### config.mk
export PLATFORM = sky130hd
export DESIGN_NAME = mfp_ahb_bot_fifo
export DESIGN_NICKNAME = d
export VERILOG_FILES = /design/src/rtl/mfp_ahb_bot_fifo_pkg.sv /design/src/rtl/mfp_ahb_bot_fifo_sync.sv /design/src/rtl/mfp_ahb_bot_fifo.sv
export SDC_FILE = /design/constraint.sdc
export NUM_CORES = 1
export LEC_CHECK = 0
export ABC_AREA = 1
export ABC_CLOCK_PERIOD_IN_PS = 6100
export CORE_ASPECT_RATIO = 1.5
export CORE_MARGIN = 2
export CORE_UTILIZATION = 35
export CTS_CLUSTER_SIZE = 8
export DETAILED_ROUTE_END_ITERATION = 7
export HOLD_SLACK_MARGIN = 0.12
export SYNTH_ARGS = -nofsm -noshare
export SYNTH_HDL_FRONTEND = slang
export SYNTH_HIERARCHICAL = 1
export SYNTH_SLANG_ARGS = --single-unit
### constraint.sdc
create_clock -name HCLK -period 6.1 [get_ports HCLK]
set_input_delay 0.61 -clock HCLK [delete_from_list [all_inputs] [get_ports HCLK]]
set_output_delay 0.61 -clock HCLK [all_outputs]
set_load 0.02 [all_outputs]
### src/rtl/mfp_ahb_bot_fifo_pkg.sv
// mfp_ahb_bot_fifo_pkg: register offsets and field positions for the bot FIFO slave
package mfp_ahb_bot_fifo_pkg;
  localparam logic [1:0] BF_DATA   = 2'd0;
  localparam logic [1:0] BF_STATUS = 2'd1;
  localparam logic [1:0] BF_CTRL   = 2'd2;
  localparam logic [1:0] BF_THRESH = 2'd3;
  localparam int CTRL_CAP   = 0;
  localparam int CTRL_IRQ   = 1;
  localparam int CTRL_FLUSH = 2;
  localparam int ST_EMPTY = 0;
  localparam int ST_FULL  = 1;
  localparam int ST_CNT   = 8;
  localparam int ST_OVF   = 31;
endpackage

### src/rtl/mfp_ahb_bot_fifo_sync.sv
// bot_sync_fifo: synchronous FIFO with combinational head read and flush
module bot_sync_fifo #(
  parameter int DEPTH = 16,
  parameter int CW    = 7
) (
  input  logic          clk,
  input  logic          rst,
  input  logic          push,
  input  logic          pop,
  input  logic          flush,
  input  logic [31:0]   din,
  output logic [31:0]   dout,
  output logic [CW-1:0] count,
  output logic          full,
  output logic          empty
);
  localparam int AW = $clog2(DEPTH);
  logic [31:0] mem [DEPTH];
  logic [AW-1:0] wp, rp;
  logic wr, rd;
  assign full  = count == CW'(DEPTH);
  assign empty = count == '0;
  // a full FIFO still takes a push when the head leaves on the same edge
  assign wr = push & (~full | (pop & ~empty));
  assign rd = pop & ~empty;
  assign dout = mem[rp];
  always_ff @(posedge clk)
    if (wr) mem[wp] <= din;
  always_ff @(posedge clk) begin
    if (rst || flush) begin
      wp    <= '0;
      rp    <= '0;
      count <= '0;
    end else begin
      wp    <= wp + AW'(wr);
      rp    <= rp + AW'(rd);
      count <= count + CW'(wr) - CW'(rd);
    end
  end
endmodule

### src/rtl/mfp_ahb_bot_fifo.sv
// mfp_ahb_bot_fifo: AHB-lite slave buffering rojobot BOT_INFO updates for batched reads
module mfp_ahb_bot_fifo
  import mfp_ahb_bot_fifo_pkg::*;
#(
  parameter int DEPTH = 16,
  parameter int CW    = 7
) (
  input  logic        HCLK,
  input  logic        HRESET,
  input  logic [7:0]  HADDR,
  input  logic [1:0]  HTRANS,
  input  logic        HWRITE,
  input  logic [31:0] HWDATA,
  input  logic        HSEL,
  output logic [31:0] HRDATA,
  input  logic [31:0] BOT_INFO,
  input  logic        BOT_UPDT,
  output logic        BOT_IRQ
);
  logic act, pop, push, flush, full, empty, ovf, dp_write;
  logic [1:0] dp_addr, ctrl;
  logic [CW-1:0] count, thresh;
  logic [31:0] dout, status, rd_mux;
  logic unused_ok;
  assign unused_ok = ^{HADDR[7:4], HADDR[1:0], HTRANS[0], HWDATA[31:CW]};
  assign act   = HSEL & HTRANS[1];
  assign pop   = act & ~HWRITE & (HADDR[3:2] == BF_DATA) & ~empty;
  assign push  = BOT_UPDT & ctrl[CTRL_CAP];
  assign flush = dp_write & (dp_addr == BF_CTRL) & HWDATA[CTRL_FLUSH];
  always_comb begin
    status = '0;
    status[ST_OVF] = ovf;
    status[ST_CNT +: CW] = count;
    status[ST_FULL] = full;
    status[ST_EMPTY] = empty;
    rd_mux = HADDR[3:2] == BF_DATA   ? (empty ? 32'd0 : dout) :
             HADDR[3:2] == BF_STATUS ? status :
             HADDR[3:2] == BF_CTRL   ? {30'd0, ctrl} : 32'(thresh);
  end
  bot_sync_fifo #(.DEPTH(DEPTH), .CW(CW)) u_fifo (
    .clk(HCLK), .rst(HRESET), .push(push), .pop(pop), .flush(flush),
    .din(BOT_INFO), .dout(dout), .count(count), .full(full), .empty(empty)
  );
  always_ff @(posedge HCLK) begin
    if (HRESET) begin
      dp_addr  <= '0;
      dp_write <= 1'b0;
      HRDATA   <= '0;
      ctrl     <= '0;
      thresh   <= '0;
      ovf      <= 1'b0;
      BOT_IRQ  <= 1'b0;
    end else begin
      dp_write <= act & HWRITE;
      if (act) dp_addr <= HADDR[3:2];
      if (act & ~HWRITE) HRDATA <= rd_mux;
      if (dp_write && dp_addr == BF_CTRL) ctrl <= HWDATA[1:0];
      if (dp_write && dp_addr == BF_THRESH) thresh <= HWDATA[CW-1:0];
      ovf <= flush ? 1'b0 : (push & full & ~pop) ? 1'b1 : ovf;
      BOT_IRQ <= ctrl[CTRL_IRQ] & (thresh != '0) & (count >= thresh);
    end
  end
endmodule

# Word-level counts from Yosys, hierarchy flattened
# Memories as Yosys holds them, arrays and structs flattened. A register that Yosys moved wholly into a read port is not among the register bits.
# Index checks and enable logic that the tools add are counted.
totals:
  inputBits: 79
  out_inout_bits: 33
  reg_bits: 61
  elab_cells: 54
  mem_count: 1
  ramBits: 512
op_classes:
  bitwise: 19
  n_addsub: 4
  n_mux: 7
  n_reduce_logical: 7
  n_eq_ne: 5
  magnitude_cmp: 1
memory_table:
  columns: ["name", "depth", "width", "rd", "rd_clocked_by_memory_dff", "wr", "line_no", "source"]
  rows:
  - ["u_fifo.mem", 16, 32, 1, 1, 1, "mfp_ahb_bot_fifo_sync.sv:18", "logic [31:0] mem [DEPTH];"]
op_table:
  columns: ["cell", "n"]
  rows:
  - ["$mux W32", 3]
  - ["$and A1 B1 Y1", 14]
  - ["$add A4 B1 Y4", 2]
  - ["$add A7 B1 Y7", 1]
  - ["$eq A7 B5 Y1 const B", 1]
  - ["$ge A7 B7 Y1", 1]
  - ["$logic_not A7 Y1", 1]
  - ["$mux W7", 1]
  - ["$reduce_bool A7 Y1", 1]
  - ["$sub A7 B1 Y7", 1]
  - ["$eq A2 B2 Y1 const B", 3]
  - ["$mux W4", 1]
  - ["$not A1 Y1", 4]
  - ["$eq A2 B1 Y1 const B", 1]
  - ["$logic_and A1 B1 Y1", 2]
  - ["$logic_not A2 Y1", 1]
  - ["$mux W1", 2]
  - ["$reduce_or A2 Y1", 1]
  - ["$logic_or A1 B1 Y1", 1]
  - ["$or A1 B1 Y1", 1]

# Longest topological paths before layout
depth:
  word_depth: 9
  mapped_depth: 22

# Hierarchy
# The synthesis kept the hierarchy.
modules_own_cells:
  columns: ["module", "cells_each", "area_per_inst_um2", "n_inst"]
  rows:
  - ["bot_sync_fifo", 2223, 23012.1, 1]
  - ["mfp_ahb_bot_fifo", 288, 2162.1, 1]

# Worst setup path before layout
# Ideal clock, no wire load.
synth_timing:
  kind: "register to register"
  from: "register u_fifo.count[2]"
  to: "memory u_fifo.mem[11][0], enable pin"
  path_stages_with_launch: 14
  required_ns: 5.679
  period_less_slack_ns: 3.484
  setup_slack_ns: 2.616
  t_arrival_ns: 3.063
  cell_sequence: "dfxtp_1 inv_1 ha_1 nand2_1 nor2_1 inv_1 nand2_4 nor2_8 buf_8 o21ai_0 nand2_1 nand2_2 buf_4 nor2_1"
synth_via:
  elab_chain_len: 8
  word_cells_on_any_way: 10
  cone_classes: "eq/ne: 1; mux: 2; bitwise: 6; reduce/logical: 1"
synth_lines:
  columns: ["element", "line_no", "source"]
  rows:
  - ["start, declared", "mfp_ahb_bot_fifo_sync.sv:13", "output logic [CW-1:0] count,"]
  - ["start signal, assigned", "mfp_ahb_bot_fifo_sync.sv:37", "count <= count + CW'(wr) - CW'(rd);"]
  - ["$logic_not A7 Y1", "mfp_ahb_bot_fifo_sync.sv:22", "assign empty = count == '0;"]
  - ["via empty", "mfp_ahb_bot_fifo.sv:20", "logic act, pop, push, flush, full, empty, ovf, dp_write;"]
  - ["$not A1 Y1", "mfp_ahb_bot_fifo.sv:27", "assign pop = act & ~HWRITE & (HADDR[3:2] == BF_DATA) & ~empty;"]
  - ["$and A1 B1 Y1", "mfp_ahb_bot_fifo.sv:27", null]
  - ["via pop", "mfp_ahb_bot_fifo.sv:20", null]
  - ["$and A1 B1 Y1", "mfp_ahb_bot_fifo_sync.sv:24", "assign wr = push & (~full | (pop & ~empty));"]
  - ["$or A1 B1 Y1", "mfp_ahb_bot_fifo_sync.sv:24", null]
  - ["$and A1 B1 Y1", "mfp_ahb_bot_fifo_sync.sv:24", null]
  - ["$mux W1", "mfp_ahb_bot_fifo_sync.sv:28", "if (wr) mem[wp] <= din;"]
  - ["$mux W1 (implied by the code)", "mfp_ahb_bot_fifo_sync.sv:28", null]
  - ["end, declared", "mfp_ahb_bot_fifo_sync.sv:18", null]
# The timed path passes the listed nets, and every way through them passes these cells.

# Worst setup path in the final report
layout_timing:
  from: "register u_fifo.count[3]"
  to: "register u_fifo.count[6]"
layout_via:
  elab_chain_len: 8
  word_cells_on_any_way: 10
  cone_classes: "add/sub: 2; eq/ne: 1; bitwise: 6; reduce/logical: 1"
layout_lines:
  columns: ["element", "line_no"]
  rows:
  - ["$logic_not A7 Y1 (*)", "mfp_ahb_bot_fifo_sync.sv:22"]
  - ["via empty", "mfp_ahb_bot_fifo.sv:20"]
  - ["$not A1 Y1 (*)", "mfp_ahb_bot_fifo_sync.sv:24, mfp_ahb_bot_fifo_sync.sv:25, mfp_ahb_bot_fifo.sv:27"]
  - ["$and A1 B1 Y1", "mfp_ahb_bot_fifo.sv:27"]
  - ["$and A1 B1 Y1 (*)", "mfp_ahb_bot_fifo_sync.sv:24, mfp_ahb_bot_fifo_sync.sv:25"]
  - ["$or A1 B1 Y1", "mfp_ahb_bot_fifo_sync.sv:24"]
  - ["$and A1 B1 Y1", "mfp_ahb_bot_fifo_sync.sv:24"]
  - ["$add A7 B1 Y7", "mfp_ahb_bot_fifo_sync.sv:37"]
  - ["$sub A7 B1 Y7 (*)", "mfp_ahb_bot_fifo_sync.sv:37"]
# The timed path passes the listed nets; every way through them passes the cells marked *.
# A chain may end at the register's enable or synchronous reset.

==> impl_results.md <==
- Fin util: 40.5%
- Area Growth Syn to Fin: 14.7%
- Syn nets: 2611
- Placed insts: 3416
- CP dominant cell by count: nand2_1
- Worst-case hold path end point: ovf
- Max_cap viols: 0
- Core Area: 71300 µm²
- Commonest non-fill, non-tap cell in the layout: nand2_1
- Setup TNS: 0 ps
- Final Max Slew Viols: 0
- Final Routed Wirelength: 64.2 mm
- Vias in the first global route: 16.6k
- Layout cells sized above 1: 6.31%
- Total track usage: 17.1%
- Top delay family on crit path: simple AND/OR/NAND/NOR gates
- Worst-path fanout max: 18
- CP startpoint kind: register
- Grt total ovfl: 0
- TritonCTS Buffers: 81
- Die ar.: 74100 µm²
- Largest net degree at the start of global routing: 171
- Slowest CP cell: ha_1
- Multi-input logic area: 6220 µm²
- Hold Path Stages: 2
- Ys Warns: 6
- CP max stage delay: 530 ps
- Clock Latency Late Sink: 600 ps
- Reg2Reg Setup Slack: 1740 ps
- Setup violations, final: 0
- Period utilization: 71.5%
- WL/cell: 18.2 µm
- Yosys reg bits: 573
- Sequential cell area: 16600 µm²
- Initial antenna violation count: 3
- Max Fclk: 229 MHz
- Syn_area_per_cell: 10.0 µm²
- WHS: 449 ps
- Reg-to-reg endpoint: u_fifo/count[6]
- Post-Syn Instances: 2511
- Fillcell total: 6730
- Netlist cell types: 33
- Final hold vios: 0
- Die Y: 332 µm
- Worst Min Path Start: ovf
- Worst Max-Slew Pin Slew: 1090 ps
- Required @ worst endpoint: 6590 ps
- Pwr/cell area: 304 nW/µm²
- Setup ws final: 1740 ps
- Post-Place Setup Slack: 1130 ps
- Peak supply drop: 0.211 mV
- Initial DRC count: 1278
- H-tree levels: 3
- First-pass GRT wire length: 97.5 mm
- Routability congestion estimate: 0.821
- ANT nets after route: 0
- Worst EP arrival: 4850 ps
- CP Capture Type: register
- N_diodes: 0
- Post-Layout Cell Count: 3531
- CTS Sinks: 573
- Most frequent cells in the layout: 772 x nand2_1, 512 x edfxtp_1, 450 x inv_1
- Dpl cell area: 26700 µm²
- Detailed-router iteration count before antenna repair: 5
- Clock Tree Root: clkbuf_16
- Unrepaired setup endpoints after global routing: no
- Setup CP Type: reg -> reg
- Status: finished clean
- CTS tree: done
- Post-CTS Setup Inserts: 0
- Clk pin slew, worst setup/hold paths: 50 ps
- DPL Wire Length: 36.4 mm
- Register area share after synthesis: 65.9%
- Hold Buf Count CTS: 0
- Remaining DRCs: 0
- Cell area after layout: 28900 µm²
- Setup Skew: 25.6 ps
- Std cell rows: 120
- Class of the most critical hold timing path: reg -> reg
- Mapped cell area: 25200 µm²
- PostCTS Resize Cnt: 0
- Initial Util: 35.3%
- Via density per instance: 4.84
- Register-to-Register Path Depth: 20
- R2r startpoint: u_fifo/count[3]
- Total Power: 8.78 mW
- Via count: 17.1k
- I/O pin count: 112
- CP Cell Sequence: inv_1, ha_1, nand2_1, nor2_1, inv_1, nand2_4, nor2_8, o21ai_0, nand2_1, nand2_2, ha_1, inv_1, ha_1, fa_1, nand2_1, nand3_1, nand3_1, nand3_1, nand2_1, nor2_1
- Final net count: 2684
- IO Port Bufs: 79
- Chip Width: 223 µm
- Clock Path Buffers: 3
- Post-route minimum period: 4360 ps
- Slew margin rel.: 27.6%
- Lkg Pwr: 11.9 nW
- CP bufs+invs: 3
## how the worst max path moves through the flow
stage | start | endpoint | slack [ps] | cells after the start
finish | u_fifo/count[3] | u_fifo/count[6] | 1740 | 20
global route | u_fifo/count[3] | u_fifo/count[6] | 1420 | 20
CTS | u_fifo/count[3] | u_fifo/count[6] | 1750 | 20
floorplan | u_fifo/count[2] | u_fifo/mem[11][0] | 2620 | 13
detailed placement | HSEL | u_fifo/count[6] | 1130 | 19
global placement | HTRANS[1] | u_fifo/count[6] | 1160 | 19
## metal layers
| layer | GRT usage, % | wire length [µm] | vias up |
|---|---|---|---|
| met2 | 30.3 | 32700 | 564 |
| met3 | 2.61 | 3980 | 126 |
| li1 | - | - | 8218 |
| met5 | 0 | 27 | - |
| met4 | 6.30 | 1720 | 6 |
| met1 | 21.0 | 25800 | 8184 |
## layout make-up
| type | count | share of cell area (%) |
|---|---|---|
| tap | 915 | 3.96 |
| timing repair buffer | 108 | 3.53 |
| sequential | 573 | 57.5 |
| clock buffer | 110 | 7.39 |
| inverter | 456 | 5.96 |
| multi-input combinational | 1364 | 21.5 |
| clock inverter | 5 | 0.139 |
## flip-flops by register name, summed over array words and instances, names as in the netlist
register and count:
dp_addr 2, thresh 7, u_fifo/mem 512, u_fifo/rp 4, ctrl 2, HRDATA 32
ovf 1, u_fifo/wp 4, dp_write 1, BOT_IRQ 1, u_fifo/count 7
## synth_stat cells
cell type	instances	area, µm²
fa_1	1	20.0
nand2_4	1	11.3
o21bai_1	2	15.0
buf_2	52	260
buf_8	1	15.0
nor2_8	1	20.0
nor2_2	1	6.26
nor2_4	2	22.5
buf_4	10	75.1
a21oi_1	29	145
xnor2_1	2	17.5
clkbuf_1	16	60.1
inv_4	1	6.26
clkinv_1	1	3.75
dfxtp_1	61	1220
nand3_1	424	2120
nor2_1	54	203
o21ai_0	17	85.1
xor2_1	2	17.5
buf_6	26	293
inv_2	3	11.3
o211ai_1	12	90.1
buf_1	12	45.0
nand4_1	2	12.5
ha_1	20	250
buf_12	1	20.0
edfxtp_1	512	15400
a21oi_2	9	78.8
nand2_2	11	68.8
a31oi_1	1	6.26
inv_1	451	1690
nand2_1	772	2900
and2_1	1	6.26
## where the power goes
group	internal [mW]	leakage, nW	total [mW]	switching, mW
Combinational	0.173	5.75	0.514	0.341
Clock	2.40	1.05	3.94	1.54
Sequential	4.30	5.10	4.33	0.0273
Total	6.87	11.9	8.78	1.91
## logic make-up after synthesis
| group | after synthesis | synth area share, % |
|---|---|---|
| buffers and inverters | 574 | 9.86 |
| adders and majority gates | 21 | 1.07 |
| and+or+nand+nor | 1269 | 21.3 |
| DFF | 573 | 65.9 |
| xor gates and xnor gates | 4 | 0.139 |
| AOI/OAI and AO/OA | 70 | 1.67 |
## worst reg2reg max path: cells and delay by family (launching register included)
family | cells | cell delay [ps]
flops | 1 | 430
compound gates | 1 | 210
fa+ha+maj | 4 | 1360
buf+inv | 3 | 480
simple gates | 12 | 1780
(Power assumes the default switching activity.)
